<file path="config.mk">
export PLATFORM = sky130hd
export DESIGN_NAME = aclk_keyscan
export DESIGN_NICKNAME = d
export VERILOG_FILES = /design/src/rtl/aclk_keyscan.sv
export SDC_FILE = /design/constraint.sdc
export NUM_CORES = 1
export LEC_CHECK = 0
export CORE_ASPECT_RATIO = 1.75
export CORE_MARGIN = 4
export CORE_UTILIZATION = 39
export CTS_CLUSTER_DIAMETER = 30
export DETAILED_ROUTE_END_ITERATION = 6
export GPL_TIMING_DRIVEN = 0
export PLACE_DENSITY = 0.56
export SETUP_SLACK_MARGIN = 0.5
export SYNTH_ARGS = -nofsm -noshare
export SYNTH_HDL_FRONTEND = slang
export SYNTH_SLANG_ARGS = --single-unit
</file>
<file path="constraint.sdc">
create_clock -name clk -period 3.7 [get_ports clk]
set_input_delay 0.74 -clock clk [delete_from_list [all_inputs] [get_ports clk]]
set_output_delay 0.74 -clock clk [all_outputs]
set_load 0.005 [all_outputs]
</file>
<file path="src/rtl/aclk_keyscan.sv">
// aclk_keyscan -- 3x4 keypad column scanner with scan-based debouncing.
//
// Drives one keypad column at a time. The row inputs are synchronized and
// sampled once per column slot. At the end of each full col0..col2 scan the
// decoded result feeds a press/release debounce FSM. The FSM publishes a
// registered key code and a one-cycle strobe for each accepted press.
//
// Parameters:
//   SCAN_DIV        clk cycles per column slot (4..255)
//   DEBOUNCE_SCANS  consecutive equal scans to accept a press/release (2..15)
//
// Ports:
//   clk         system clock, rising edge
//   reset       asynchronous, active-high reset
//   row[3:0]    keypad row sense, active-high, asynchronous to clk
//   col[2:0]    one-hot column drive, active-high
//   key[3:0]    debounced key code 0..9, 10 = no key
//   key_strobe  one-clk pulse when a new key is accepted
//
// Build option:
//   KEYSCAN_MULTI_REJECT_EN  defined: a scan holding two or more digit keys
//                            is rejected (no key). Undefined: the first digit
//                            in col0..col2, row0..row3 order wins.

module aclk_keyscan #(
   parameter int unsigned SCAN_DIV       = 16,
   parameter int unsigned DEBOUNCE_SCANS = 4
) (
   input  logic       clk,
   input  logic       reset,
   input  logic [3:0] row,
   output logic [2:0] col,
   output logic [3:0] key,
   output logic       key_strobe
);

   localparam logic [3:0] KEY_NONE  = 4'd10;
   localparam logic [7:0] SLOT_LAST = 8'(SCAN_DIV - 1);
   localparam logic [3:0] DEB_LAST  = 4'(DEBOUNCE_SCANS);

   typedef enum logic [1:0] {
      IDLE,
      CONFIRM_PRESS,
      HELD,
      CONFIRM_RELEASE
   } state_t;

   logic [3:0] row_meta_q, row_sync_q;
   logic [7:0] slot_q;
   logic [2:0] col_q;
   logic [3:0] acc_q, acc_d;
   state_t     state_q, state_d;
   logic [3:0] cand_q, cand_d;
   logic [3:0] cnt_q, cnt_d;
   logic [3:0] key_q, key_d;
   logic       strobe_q, strobe_d;

   logic       slot_end, scan_end;
   logic [1:0] col_idx;
   logic [3:0] col_digit;
   logic [2:0] col_hits;
   logic [3:0] result;
   logic [3:0] cnt_inc;

   function automatic logic [3:0] decode_key(input int unsigned r, input logic [1:0] c);
      if (r < 3)
         return 4'(r * 3 + 32'(c) + 1);
      else if (c == 2'd1)
         return 4'd0;
      else
         return KEY_NONE;   // '*' and '#'
   endfunction

   assign slot_end = (slot_q == SLOT_LAST);
   assign scan_end = slot_end && col_q[2];
   assign col_idx  = col_q[1] ? 2'd1 : (col_q[2] ? 2'd2 : 2'd0);
   assign cnt_inc  = cnt_q + 4'd1;

   // First digit in the active column (row0 first) and number of digit hits.
   always_comb begin
      col_digit = KEY_NONE;
      col_hits  = '0;
      for (int unsigned r = 0; r < 4; r++) begin
         if (row_sync_q[r] && decode_key(r, col_idx) != KEY_NONE) begin
            col_hits = col_hits + 3'd1;
            if (col_digit == KEY_NONE)
               col_digit = decode_key(r, col_idx);
         end
      end
   end

   // acc_q carries the first digit of earlier columns in this scan, so it wins
   // over the current column; at scan end this gives the whole-scan result.
   assign acc_d = (acc_q != KEY_NONE) ? acc_q : col_digit;

`ifdef KEYSCAN_MULTI_REJECT_EN
   logic multi_q, multi_d;
   assign multi_d = multi_q || (col_hits > 3'd1) || ((acc_q != KEY_NONE) && (col_hits != 3'd0));
   assign result  = multi_d ? KEY_NONE : acc_d;

   always_ff @(posedge clk or posedge reset) begin
      if (reset)
         multi_q <= 1'b0;
      else if (slot_end)
         multi_q <= col_q[2] ? 1'b0 : multi_d;
   end
`else
   assign result = acc_d;
`endif

   // Scan timing, synchronizer and per-scan accumulator run regardless of FSM.
   always_ff @(posedge clk or posedge reset) begin
      if (reset) begin
         row_meta_q <= '0;
         row_sync_q <= '0;
         slot_q     <= '0;
         col_q      <= 3'b001;
         acc_q      <= KEY_NONE;
      end else begin
         row_meta_q <= row;
         row_sync_q <= row_meta_q;
         if (slot_end) begin
            slot_q <= '0;
            col_q  <= {col_q[1:0], col_q[2]};
            acc_q  <= col_q[2] ? KEY_NONE : acc_d;
         end else begin
            slot_q <= slot_q + 8'd1;
         end
      end
   end

   always_comb begin
      state_d  = state_q;
      cand_d   = cand_q;
      cnt_d    = cnt_q;
      strobe_d = 1'b0;
      if (scan_end) begin
         unique case (state_q)
            IDLE: begin
               if (result != KEY_NONE) begin
                  state_d = CONFIRM_PRESS;
                  cand_d  = result;
                  cnt_d   = 4'd1;
               end
            end
            CONFIRM_PRESS: begin
               if (result != cand_q) begin
                  state_d = IDLE;
                  cand_d  = KEY_NONE;
                  cnt_d   = '0;
               end else if (cnt_inc == DEB_LAST) begin
                  state_d  = HELD;
                  cnt_d    = '0;
                  strobe_d = 1'b1;
               end else begin
                  cnt_d = cnt_inc;
               end
            end
            HELD: begin
               if (result != cand_q) begin
                  state_d = CONFIRM_RELEASE;
                  cnt_d   = 4'd1;
               end
            end
            CONFIRM_RELEASE: begin
               if (result == cand_q) begin
                  state_d = HELD;
                  cnt_d   = '0;
               end else if (cnt_inc == DEB_LAST) begin
                  state_d = IDLE;
                  cand_d  = KEY_NONE;
                  cnt_d   = '0;
               end else begin
                  cnt_d = cnt_inc;
               end
            end
            default: begin
               state_d = IDLE;
               cand_d  = KEY_NONE;
               cnt_d   = '0;
            end
         endcase
      end
      key_d = (state_d == HELD || state_d == CONFIRM_RELEASE) ? cand_d : KEY_NONE;
   end

   always_ff @(posedge clk or posedge reset) begin
      if (reset) begin
         state_q  <= IDLE;
         cand_q   <= KEY_NONE;
         cnt_q    <= '0;
         key_q    <= KEY_NONE;
         strobe_q <= 1'b0;
      end else begin
         state_q  <= state_d;
         cand_q   <= cand_d;
         cnt_q    <= cnt_d;
         key_q    <= key_d;
         strobe_q <= strobe_d;
      end
   end

   assign col        = col_q;
   assign key        = key_q;
   assign key_strobe = strobe_q;

endmodule

</file>
==> metrics <==
post-synthesis mux area share=0.0195; CP max-delay cell=dfrtp_1; Slew Limit Fails=0; Worst Max-Slew Pin Slew=between 0.7 and 0.8 ns; vias in the first global route=1,769; sw frac=0.223; RSZ-0062 raised after global routing=false; Setup Fix Bufs, Post-CTS=0; non-filler instance count after layout=324; GP Congestion=0.785; first-pass iteration count of the detailed router=4; synthesis-to-finish area growth=16.2%; max incr delay on CP=0.35 ns; CP endpoint=cnt_q[2]; initial antenna violation count=0; hold crit path type=flop to flop; Worst-path clk slew=0.08 ns; worst clock skew=0.00444 ns; worst reg2reg startpoint=col[1]; syn_nets=239; Compound-Gate Fraction of Synth Area=0.193; buffer type at the clock tree root=clkbuf_8; CTS max path bufs=2; row cnt=35; leakage power=1.09 nW; share of the synthesized area in the top cell type=0.356; first-pass GRT wire length=7940 um; Post-synth ARST share=1.00; switching power=0.000182 W; Worst Setup SP=col[1]; #FFs+latches synth=38; worst hold start=row_meta_q[1]; Port Buffers=13; top cells by area, synth=dfrtp_1, dfstp_2, o21ai_0, nand2_1, nor2_1; post-synthesis adder-cell area fraction=0.0230; Post-DRT Antenna Nets=0; crit path time final=2.94 ns; # DRC=0; Final Hold Fails=0; htree depth=2; Slew headroom=0.477; synth cell count leaders=dfrtp_1, nand2_1, o21ai_0; Sink Count=38; Placed Cells incl. Taps=316; pwr/cell area=322 nW/um2; CP Data Arrival Time=3.15 ns; Syn Area/Cell=9.52 um2; diode count=0; most frequent cell after synthesis=dfrtp_1; Sum Neg Setup Slack=0 ns; Vias=1,762; Post-Syn Instances=229; EDFF count, synth=0; Num CTS Buffers=5; final setup fails=0; aggregate global routing overflow=0; synthesized area=between 2000 and 2500 um2; ys flop type=dfrtp_1; GRT Util Overall=0.145; area leader, netlist=dfrtp_1; worst reg2reg path depth=12; flop2flop setup slack=0.76 ns; Gate power share=0.042; Total Nets Final=259; clock network power share=0.438; Crit Path Max Fanout=10; die footprint=~7000 um2; cts hold-fix bufs=0; status=finished clean; vias per cell=5.44; Util after Layout=0.474; CP Cell Sequence=buf_2 -> inv_1 -> ha_2 -> buf_2 -> or2_1 -> a221oi_1 -> o21ai_1 -> and2_0 -> xor2_2 -> nor2_4 -> mux2_1 -> mux2i_1; Post-Synth Simple-Gate Area=0.247; DR iter-0 viols=50; P_int=~0.00063 W; main combinational cell family by area after synthesis=simple AND/OR/NAND/NOR gates; CTS tree=yes; die height=107 um; DPL Wire Length=3420 um; reg2reg end=cnt_q[2]; Worst setup EP type=flop; sequential share of power=0.519; share of cells above drive strength 1=0.160; yosys warns=0; sequential area share after synthesis=0.440; number of max-cap violations=0; chip width=64.5 um; total routed wirelength=between 4000 and 5000 um; xor-xnor portion of the synthesized cell area=0.0362; WL/cell=14.2 um; WS Path Type=flop to flop; largest net degree at the start of global routing=39; Clk Latency, worst-skew pair=approximately 0.29 ns; fin crit share=0.793; Fillers=536; Worst setup SP type=flop; Ports=14; Max Freq=0.341 GHz; VDD IR-drop max=0.219 mV; most frequent CP cell=buf_2; Resized cells post-CTS=0; core box area=5340 um2; CP required=just under 4 ns; initial core utilization=0.408; Distinct cells, synth=62
-- worst max-delay path: cells and delay by family, from the launching register on --
| family | cells | cell delay (ns) |
|---|---|---|
| adder cells (fa/ha/maj) | 1 | 0.18 |
| AND/OR/NAND/NOR | 3 | 0.76 |
| flip-flops | 1 | 0.35 |
| buffers and inverters | 3 | 0.45 |
| XOR/XNOR | 1 | 0.23 |
| AO/OA/AOI/OAI | 2 | 0.41 |
| multiplexers | 2 | 0.48 |
-- cell type report --
| type | count | area, um2 | area share |
|---|---|---|---|
| clock buffers | 5 | 68.8 | 0.0272 |
| flip-flops and latches | 38 | 960 | 0.379 |
| clock inverters | 3 | 45.0 | 0.0178 |
| multi-input cells | 171 | 1150 | 0.453 |
| repair buffers | 13 | 130 | 0.0514 |
| well taps | 74 | 92.6 | 0.0366 |
| inverters | 13 | 48.8 | 0.0193 |
| plain buffers | 7 | 40.0 | 0.0158 |
-- through the flow --
stage	cell area, um2	worst slack (ns)	power [W]	hold WS, ns
2_1_floorplan	2180	0.982	0.000452	0.331
3_5_place_dp	2400	0.644	0.000466	0.335
4_1_cts	2520	0.624	0.000827	0.354
6_report	2530	0.764	0.000814	0.353
5_1_grt	2530	0.553	0.000844	0.358
3_3_place_gp	2400	0.602	0.000466	0.332
-- layout by cell type, fill, tap and decap left out, drive strengths merged, types with 3 or more instances in the layout --
cell and instances:
dfrtp 31, nand2 21, o21ai 20, nor2 17, clkdlybuf4s50 13, inv 13, a21oi 12, nor3 9
dfstp 7, nand3 6, nor2b 6, buf 6, clkbuf 6, nand2b 5, xor2 5, nor3b 5
and3 4, xnor2 4, or3 4, a31o 4, ha 4, or2 3, a211oi 3, and2 3
nand4 3, nor4 3
-- power groups by stage --
stage | clock (W) | combinational (W) | sequential (W)
2_1_floorplan | 0 | 0.0000225 | 0.000430
3_3_place_gp | 0 | 0.0000354 | 0.000431
3_5_place_dp | 0 | 0.0000352 | 0.000431
4_1_cts | 0.000368 | 0.0000354 | 0.000423
5_1_grt | 0.000380 | 0.0000399 | 0.000423
6_report | 0.000357 | 0.0000345 | 0.000423
-- flip-flops by register name (all words and copies together) (netlist names) --
name,count
slot_q,8
cnt_q,4
row_meta_q,4
cand_q,4
state_q,2
key_strobe,1
row_sync_q,4
key,4
acc_q,4
col,3
-- kinds of logic (layout without fill, tap and decap cells) --
family,after synthesis,in the layout
compound gates,62,62
fa+ha+maj,4,4
simple gates,92,92
buf+inv,20,41
mux,4,4
xor+xnor,9,9
flops,38,38
-- worst min-delay path by stage --
stage / endpoint / cells past startpoint / slack (ns)
global route: row_sync_q[0] / 0 / 0.36
global placement: row_sync_q[1] / 0 / 0.33
floorplan: row_sync_q[0] / 0 / 0.33
detailed placement: row_sync_q[0] / 0 / 0.33
finish: row_sync_q[1] / 0 / 0.35
CTS: row_sync_q[1] / 0 / 0.35
-- per-layer routing --
layer | share of wire | track usage
met1 | 0.43 | 0.159
met2 | 0.52 | 0.260
met3 | 0.012 | 0.0220
met4 | 0.035 | 0.0832
met5 | 0 | 0
Power figures use the tool's default switching activity.
